[src/rtl/uart_arb_pkg.sv]
// Shared types for the UART transmit arbiter: FSM state encoding and the
// header flag constant used when the requester-ID header is enabled.
package uart_arb_pkg;

  typedef enum logic [2:0] {
    IDLE,
    HSTART,
    HWAIT,
    DSTART,
    DWAIT
  } arb_state_t;

  // Header byte marker: MSB of a DBIT-wide frame set, all other bits clear.
  function automatic logic [31:0] hdr_flag(input int unsigned dbit);
    return 32'd1 << (dbit - 1);
  endfunction

endpackage

[src/rtl/uart_tx_arb_if.sv]
// Requester handshake and UART transmitter control bundle for uart_tx_arb.
// master = requesters plus uart side, slave = the arbiter.
interface uart_tx_arb_if #(
  parameter int NREQ = 4,
  parameter int DBIT = 8
);

  logic [NREQ-1:0]      req_valid;
  logic [NREQ*DBIT-1:0] req_data;
  logic [NREQ-1:0]      req_ready;
  logic [DBIT-1:0]      tx_din;
  logic                 tx_start;
  logic                 tx_done_tick;

  modport master (
    output req_valid,
    output req_data,
    output tx_done_tick,
    input  req_ready,
    input  tx_din,
    input  tx_start
  );

  modport slave (
    input  req_valid,
    input  req_data,
    input  tx_done_tick,
    output req_ready,
    output tx_din,
    output tx_start
  );

endinterface

[src/rtl/rr_arbiter.sv]
// Combinational round-robin pick: first asserted valid bit searching upward
// from (last+1) mod NREQ with wrap-around.
module rr_arbiter #(
  parameter  int NREQ = 4,
  localparam int IDW  = $clog2(NREQ)
) (
  input  logic [NREQ-1:0] valid,
  input  logic [IDW-1:0]  last,
  output logic [IDW-1:0]  winner,
  output logic            any
);

  int idx;

  // NOTE: every output of a combinational block gets a default before any
  // conditional assignment, otherwise paths that skip it infer a latch.
  always_comb begin
    winner = '0;
    any    = 1'b0;
    idx    = 0;
    for (int k = 1; k <= NREQ; k++) begin
      idx = (int'(last) + k) % NREQ;
      if (!any && valid[IDW'(idx)]) begin
        any    = 1'b1;
        winner = IDW'(idx);
      end
    end
  end

endmodule

[src/rtl/uart_tx_arb.sv]
// Round-robin sharing of one UART transmitter among NREQ byte producers.
// Define UART_ARB_ID_HDR_EN to prefix every byte with a requester-ID header frame.
module uart_tx_arb #(
  parameter  int NREQ = 4,
  parameter  int DBIT = 8,
  localparam int IDW  = $clog2(NREQ)
) (
  input  logic           clk,
  input  logic           rst,
  uart_tx_arb_if.slave   bus,
  output logic           busy,
  output logic [IDW-1:0] grant_id
);

  import uart_arb_pkg::*;

  arb_state_t      state, next_state;
  logic [IDW-1:0]  last;
  logic [IDW-1:0]  winner;
  logic            any;
  logic            accept;
  logic [DBIT-1:0] sel_data;

`ifdef UART_ARB_ID_HDR_EN
  localparam logic [DBIT-1:0] HDR_FLAG = DBIT'(hdr_flag(DBIT));
  logic [DBIT-1:0] data_q;
`endif

  rr_arbiter #(.NREQ(NREQ)) u_rr (
    .valid  (bus.req_valid),
    .last   (last),
    .winner (winner),
    .any    (any)
  );

  always_comb begin
    sel_data = '0;
    for (int i = 0; i < NREQ; i++) begin
      if (winner == IDW'(i)) sel_data = bus.req_data[i*DBIT +: DBIT];
    end
  end

  // NOTE: clocked state uses non-blocking assignments so every register
  // samples pre-edge values regardless of statement order.
  always_ff @(posedge clk) begin
    if (rst) state <= IDLE;
    else     state <= next_state;
  end

  always_comb begin
    next_state    = state;
    accept        = 1'b0;
    bus.req_ready = '0;
    unique case (state)
      IDLE: begin
        if (any) begin
          accept                = 1'b1;
          bus.req_ready[winner] = 1'b1;
`ifdef UART_ARB_ID_HDR_EN
          next_state = HSTART;
`else
          next_state = DSTART;
`endif
        end
      end
      HSTART: next_state = HWAIT;
      HWAIT:  if (bus.tx_done_tick) next_state = DSTART;
      DSTART: next_state = DWAIT;
      DWAIT:  if (bus.tx_done_tick) next_state = IDLE;
      default: next_state = IDLE;
    endcase
  end

  assign busy = (state != IDLE);

  // tx_start is registered off the state being entered, so it is high for
  // exactly the one cycle spent in HSTART or DSTART.
  always_ff @(posedge clk) begin
    if (rst) begin
      bus.tx_start <= 1'b0;
      bus.tx_din   <= '0;
      grant_id     <= '0;
      last         <= IDW'(NREQ - 1);
`ifdef UART_ARB_ID_HDR_EN
      data_q       <= '0;
`endif
    end else begin
      bus.tx_start <= (next_state == DSTART) || (next_state == HSTART);
      if (accept) begin
        grant_id <= winner;
        last     <= winner;
`ifdef UART_ARB_ID_HDR_EN
        data_q     <= sel_data;
        bus.tx_din <= HDR_FLAG | DBIT'(winner);
`else
        bus.tx_din <= sel_data;
`endif
      end
`ifdef UART_ARB_ID_HDR_EN
      if (state == HWAIT && bus.tx_done_tick) bus.tx_din <= data_q;
`endif
    end
  end

endmodule

[src/flat_wrapper.sv]
// flat-port wrapper written by rule: the top's interface ports become plain ports
module uart_tx_arb_flat import uart_arb_pkg::*;
#(
  parameter  int NREQ = 4,
  parameter  int DBIT = 8,
  localparam int IDW  = $clog2(NREQ)
)
  (clk, rst, busy, grant_id, bus_req_valid, bus_req_data, bus_tx_done_tick, bus_req_ready, bus_tx_din, bus_tx_start);
  uart_tx_arb_if #(.NREQ(NREQ), .DBIT(DBIT)) bus_i ();
  input  logic clk;
  input  logic rst;
  output logic busy;
  output logic [IDW-1:0] grant_id;
  input wire logic [$bits(bus_i.req_valid)-1:0] bus_req_valid;
  input wire logic [$bits(bus_i.req_data)-1:0] bus_req_data;
  input wire logic [$bits(bus_i.tx_done_tick)-1:0] bus_tx_done_tick;
  output wire logic [$bits(bus_i.req_ready)-1:0] bus_req_ready;
  output wire logic [$bits(bus_i.tx_din)-1:0] bus_tx_din;
  output wire logic [$bits(bus_i.tx_start)-1:0] bus_tx_start;
  assign bus_i.req_valid = bus_req_valid;
  assign bus_i.req_data = bus_req_data;
  assign bus_i.tx_done_tick = bus_tx_done_tick;
  assign bus_req_ready = bus_i.req_ready;
  assign bus_tx_din = bus_i.tx_din;
  assign bus_tx_start = bus_i.tx_start;
  uart_tx_arb #(.NREQ(NREQ), .DBIT(DBIT)) u_core (.clk(clk), .rst(rst), .bus(bus_i), .busy(busy), .grant_id(grant_id));
endmodule
[config.mk]
export PLATFORM = sky130hd
export DESIGN_NAME = uart_tx_arb_flat
export DESIGN_NICKNAME = d
export VERILOG_FILES = /design/src/rtl/uart_arb_pkg.sv /design/src/rtl/uart_tx_arb_if.sv /design/src/rtl/rr_arbiter.sv /design/src/rtl/uart_tx_arb.sv /design/src/flat_wrapper.sv
export SDC_FILE = /design/constraint.sdc
export NUM_CORES = 1
export LEC_CHECK = 0
export CORE_MARGIN = 5
export CORE_UTILIZATION = 37
export CTS_BUF_LIST = sky130_fd_sc_hd__clkbuf_4 sky130_fd_sc_hd__clkbuf_8 sky130_fd_sc_hd__clkbuf_16
export DETAILED_ROUTE_END_ITERATION = 10
export GPL_TIMING_DRIVEN = 0
export PLACE_DENSITY_LB_ADDON = 0.3
export SETUP_SLACK_MARGIN = 0.5
export SLEW_MARGIN = 20
export SYNTH_ARGS = -nofsm -noshare
export SYNTH_HDL_FRONTEND = slang
export SYNTH_SLANG_ARGS = --single-unit
[constraint.sdc]
create_clock -name clk -period 2.5 [get_ports clk]
set_input_delay 0.5 -clock clk [delete_from_list [all_inputs] [get_ports clk]]
set_output_delay 0.5 -clock clk [all_outputs]
set_load 0.1 [all_outputs]
# == Word level (Yosys, flattened, before mapping) ==
# Cells that the tools add are included.
# totals
ff_bits,16
input_bits,39
word_cells,69
# op_classes
n_addsub,4
magnitude_cmp,6
n_eq_ne,9
muxes,34
n_reduce_logical,11
# op_table
op,count
$mux 8,4
$lt 2x4->1 const B,4
$mux 1,15
$pmux 3 s5,1
$eq 3x2->1 const B,3
$mux 3,3
$bmux 1 s2,4
$mux 2,4
$mux 4,2
$eq 3x1->1 const B,2
$add 2x1->2 const B,2
$add 2x2->2 const B,2
$eq 2x2->1 const B,2
$logic_and 1x1->1,4
$eq 3x3->1 const B,1
$logic_not 1->1,3
$logic_not 3->1,1
$lt 2x3->1 const B,1
$reduce_bool 3->1,1
$demux 1 s2,1
$eq 2x1->1 const B,1
$ge 2x1->1 const B,1
$logic_not 2->1,1
$logic_or 1x1->1,1

# == Logic depth before layout (Yosys ltp) ==
# logic_depth
depth_word,20
mapped_depth,7

# == Modules after synthesis ==
# Synthesis repeated with hierarchy kept, for this count alone.
# unflattened
hier_cells,96
area_unflattened_um2,904.6
# by_module_without_submodules
mod,n_inst,cells_per_inst,area_each_um2,seq_area_each_um2
uart_tx_arb,1,82,813.3,320.3
rr_arbiter,1,14,91.3,0.0

# == Worst setup path before layout ==
# Ideal clock, no wire load.
# synth_timing
path_kind,register to output
startpoint,register u_core.state[2]
endpoint,output port bus_req_ready[2]
arrival_time_ns,2.848
required_ns,2.000
setup_slack_ns,-0.848
path_stages_with_launch,5
path_buffers,0
path_cell_list,dfxtp_1 -> or3_1 -> nor2_1 -> nand2b_1 -> nor2_1
# synth_via
elab_chain_cells,2
# synth_rtl
item,line,text
"start, declared",uart_tx_arb.sv:17,"arb_state_t state, next_state;"
"start signal, assigned",uart_tx_arb.sv:47,else state <= next_state;
$logic_not 3->1,uart_tx_arb.sv:54,unique case (state)
$mux 4,uart_tx_arb.sv:54,
"end, declared",flat_wrapper.sv:17,output wire logic [$bits(bus_i.req_ready)-1:0] bus_req_ready;
# No other way between the ends.

# == Worst setup path after layout ==
# layout_timing
startpoint,input port bus_req_valid[2]
endpoint,output port bus_req_ready[2]
# layout_via
elab_chain_cells,19
# layout_rtl
item,line,text
"start, declared",flat_wrapper.sv:14,input wire logic [$bits(bus_i.req_valid)-1:0] bus_req_valid;
$bmux 1 s2,rr_arbiter.sv:23,if (!any && valid[IDW'(idx)]) begin
$mux 1 (implied by the code) (2 in a row),rr_arbiter.sv:23,
$mux 1,rr_arbiter.sv:23,
$logic_not 1->1,rr_arbiter.sv:23,
$logic_and 1x1->1,rr_arbiter.sv:23,
$mux 1,rr_arbiter.sv:23,
$logic_not 1->1,rr_arbiter.sv:23,
$logic_and 1x1->1,rr_arbiter.sv:23,
(+2 left out),-,
$logic_and 1x1->1,rr_arbiter.sv:23,
$mux 2,rr_arbiter.sv:23,
$lt 2x3->1 (implied by the code) or $ge 2x1->1 (tied branches),uart_tx_arb.sv:58,bus.req_ready[winner] = 1'b1;
$logic_and 1x1->1 (implied by the code),uart_tx_arb.sv:58,
$mux 1 (implied by the code),uart_tx_arb.sv:58,
$demux 1 s2,-,
$mux 4 (*),uart_tx_arb.sv:56,if (any) begin
$mux 4 (*),uart_tx_arb.sv:54,
# Mark *: on every way between the ends. The rest lies on a longest branch, timed or not. The select of a mux whose other input is x is not followed.

==> parameters.txt <==
Parameter                              Value

Power
  Worst ir drop on vdd ... roughly 0.39 mV
  Clock power share ... around 15%
  Logic gate share of total power ... approximately 59%
  Switching part of the total power ... 44.8%
  Power share of the sequential group ... approximately a quarter
  Leakage ... 0.000744 uW
  Power per standard cell area ... 667 mW/mm^2
  Internal Power ... 651 uW
  Total power ... 1180 uW
  Sw power ... 529 uW

Clock network
  Maximum buffer depth of the clock tree ... 2
  H-tree depth ... 1
  Clock root buffer master ... sky130_fd_sc_hd__clkbuf_4
  CTS clk-pin slew, worst paths ... 0.10 ns
  Hold buffer count at cts ... 0
  TritonCTS clock tree ... built
  Number of buffers inserted during clock tree synthesis ... 3
  CTS Sinks ... 16
  Clk Latency, worst-skew pair ... 0.29 ns

Detailed routing
  Vias after detailed routing ... 1042
  Top routing layer in use ... met4
  Met3 wire length ... 182 um
  Wl on met1 ... 1140 um
  Remaining antenna violation count ... 0
  Routed WL ... 2980 um
  Number of vias per cell ... 5.21
  Met2 wire length ... between 1500 and 2000 um
  Count of TritonRoute iterations in the first routing pass ... 3
  DRC violations left ... 0
  DRC marker count from the first detailed-route iteration ... 21
  Wire length per cell ... 14.9 um

STA
  Relative slew slack ... between 30% and 40%
  Total of endpoints with negative setup slack in the final report ... 0
  Crit share post-route ... 90.7%
  Layout Skew ... between 0.004 and 0.005 ns
  Slew @ Worst Pin ... 0.963 ns
  Final Slew Violations ... 0
  Highest attainable clock frequency ... 441 MHz
  RSZ-0062 raised after global routing ... yes
  Count of endpoints failing hold in the final timing report ... 0
  Tmin final ... between 2 and 2.5 ns
  Worst hold slack ... 0.477 ns

Synthesis
  Synth area leader ... sky130_fd_sc_hd__dfxtp_1
  Count of yosys warnings during synthesis ... 0
  Dominant synthesized flop cell ... sky130_fd_sc_hd__dfxtp_1
  Synthesized cell area ... just under 0.001 sq mm
  Area share of the largest cell type after synthesis ... 33.2%
  Number of synthesized flops with an enable pin ... 0
  Count of unique library cells instantiated by Yosys ... 28
  Syn nets ... 137
  Synth top cells by count ... sky130_fd_sc_hd__dfxtp_1, sky130_fd_sc_hd__nor2_1, sky130_fd_sc_hd__mux2_2, sky130_fd_sc_hd__nor3b_1, sky130_fd_sc_hd__a221o_1
  Mapped Cells ... 98
  Most frequently used cell type in the post-synthesis netlist ... sky130_fd_sc_hd__dfxtp_1
  Asr flop ratio synth ... 0%
  Sequential share of the synthesized area ... roughly 33%
  Top cells by area, synth ... sky130_fd_sc_hd__dfxtp_1, sky130_fd_sc_hd__mux2_4, sky130_fd_sc_hd__mux2_2
  Flip-flop and latch count after synthesis ... 16
  Synthesized area per cell ... 9.84 sq um

Finish
  Final cell count without fillers ... 200
  Antenna diode instance count ... 0
  Layout Area Growth over Synthesis ... 83.7%
  Number of nets in the layout ... 210
  Share of final-layout standard cells stronger than drive strength 1 ... a little over two fifths

Setup path
  WP data required ... 2.00 ns
  Buffers plus inverters on the worst setup path ... 4
  Top fanout value on the critical path ... 5
  Endpoint class of the critical path ... output port
  Path type of the worst setup path ... input port to output port
  Chain of cells forming the critical path ... clkdlybuf4s15_2 > nor2_1 > a211o_1 > buf_6 > buf_12 > nand2b_4 > nor2_4 > buf_12
  Standard cell with the maximum stage delay on the critical path ... sky130_fd_sc_hd__a211o_1
  CP Launch Type ... input port
  Cell class contributing the biggest share of worst-path delay ... buffers and inverters
  Arrival @ worst endpoint ... 1.77 ns
  Largest stage delay, worst path ... between 0.2 and 0.3 ns
  Most frequent cell on the critical path ... sky130_fd_sc_hd__buf_12

Floorplanning
  Floorplan row count ... 18
  I/O pin count ... 55
  Die width ... 61.1 um
  DIE HEIGHT ... ~60 um
  Initial Util ... between 30 and 40%
  Overall die area ... 0.00373 sq mm
  CORE AREA ... ~0.0025 sq mm

Place
  Routability cong. ... 0.748
  # placed instances ... 181
  Detail Placement HPWL ... 2200 um
  Number of input and output port buffers inserted ... 53

Worst hold path
  Worst hold path type ... flop to flop

Flow run
  Max-cap violations ... 0

Global route
  Total congestion overflow after global routing ... 0
  Pin count of the biggest net entering global routing ... 11
  Number of global-route vias before repair ... between 1000 and 1500
  Number of antenna violations at the first check in global routing ... 0
  GRT Overall Usage ... 16.4%
  Global-route wire length before repair ... 4520 um

Status
  Status ... finished clean
## logic make-up after synthesis
logic type | Yosys count | share of synthesized area [%]
AO/OA/AOI/OAI | 21 | 17.4
buffers and inverters | 7 | 5.19
flip-flops | 16 | 33.2
multiplexers | 17 | 22.4
AND/OR/NAND/NOR | 37 | 21.8
## state kept, by name, indices dropped and copies added (netlist names)
signal	cells
u_core.state	3
u_core.last	2
u_core.bus.tx_din	8
u_core.bus.tx_start	1
u_core.grant_id	2
## path summary, 6_finish.rpt
| kind | cells after the start | slack [ns] | to | from |
|---|---|---|---|---|
| worst min register to register | 2 | 0.48 | u_core.grant_id[1] | u_core.grant_id[1] |
| worst max-delay path | 8 | 0.23 | bus_req_ready[2] | bus_req_valid[2] |
| worst max register to register | 8 | 0.65 | u_core.bus.tx_din[3] | u_core.last[0] |
| worst min-delay path | 2 | 0.48 | u_core.grant_id[1] | u_core.grant_id[1] |
## repair_timing
action	4_1_cts	5_1_grt
resized for setup	85	17
pin swaps	6	1
gates cloned	0	0
setup endpoints to repair	27	14
setup buffers	11	4
## tightest hold or removal path: cells and delay by family (launching register included)
| kind | cells | cell delay (ns) |
|---|---|---|
| DFF | 1 | 0.33 |
| AOI/OAI and AO/OA | 1 | 0.06 |
| and+or+nand+nor | 1 | 0.05 |
## power groups by stage
stage	combinational (uW)	clock, uW	sequential, uW
2_1_floorplan	285	0	511
5_1_grt	723	188	320
3_5_place_dp	642	0	323
6_report	692	175	315
3_3_place_gp	635	0	320
4_1_cts	684	177	316
## per-stage QoR
| step | worst slack, ns | util (%) | TNS, ns | instance area (sq um) |
|---|---|---|---|---|
| 2_1_floorplan | 0.133 | - | 0 | 1020 |
| 3_3_place_gp | -1.19 | 64.0 | -5.69 | 1590 |
| 3_5_place_dp | -1.25 | 64.0 | -6.28 | 1590 |
| 4_1_cts | 0.205 | 71.4 | 0 | 1770 |
| 5_1_grt | 0.165 | 71.5 | 0 | 1770 |
| 6_report | 0.232 | 71.5 | 0 | 1770 |
## cell usage in the layout, fill, tap and decap left out, drive strengths merged, types with 2 or more instances in the layout
cell type and n:
clkbuf 14, mux2 16, nor4 3, nor2 10
buf 26, nand2 5, a221o 8, a21oi 5
nor3b 9, nor3 4, dfxtp 16, clkdlybuf4s15 3
and3 2, clkdlybuf4s50 33, inv 2, o21ai 2
## metal layers
layer	vias to the layer above	track usage (%)
met5	-	0
met1	489	18.4
li1	519	-
met2	30	30.8
met4	0	5.57
met3	4	2.73
## cell type report
class | instances | area [sq um]
timing repair buffer | 68 | 639
tap | 30 | 37.5
buffer | 5 | 53.8
inverter | 2 | 7.51
sequential | 16 | 333
fill | 197 | 706
clock buffer | 4 | 36.3
multi-input combinational | 75 | 664
No activity file was read; power rests on OpenSTA's default activity.
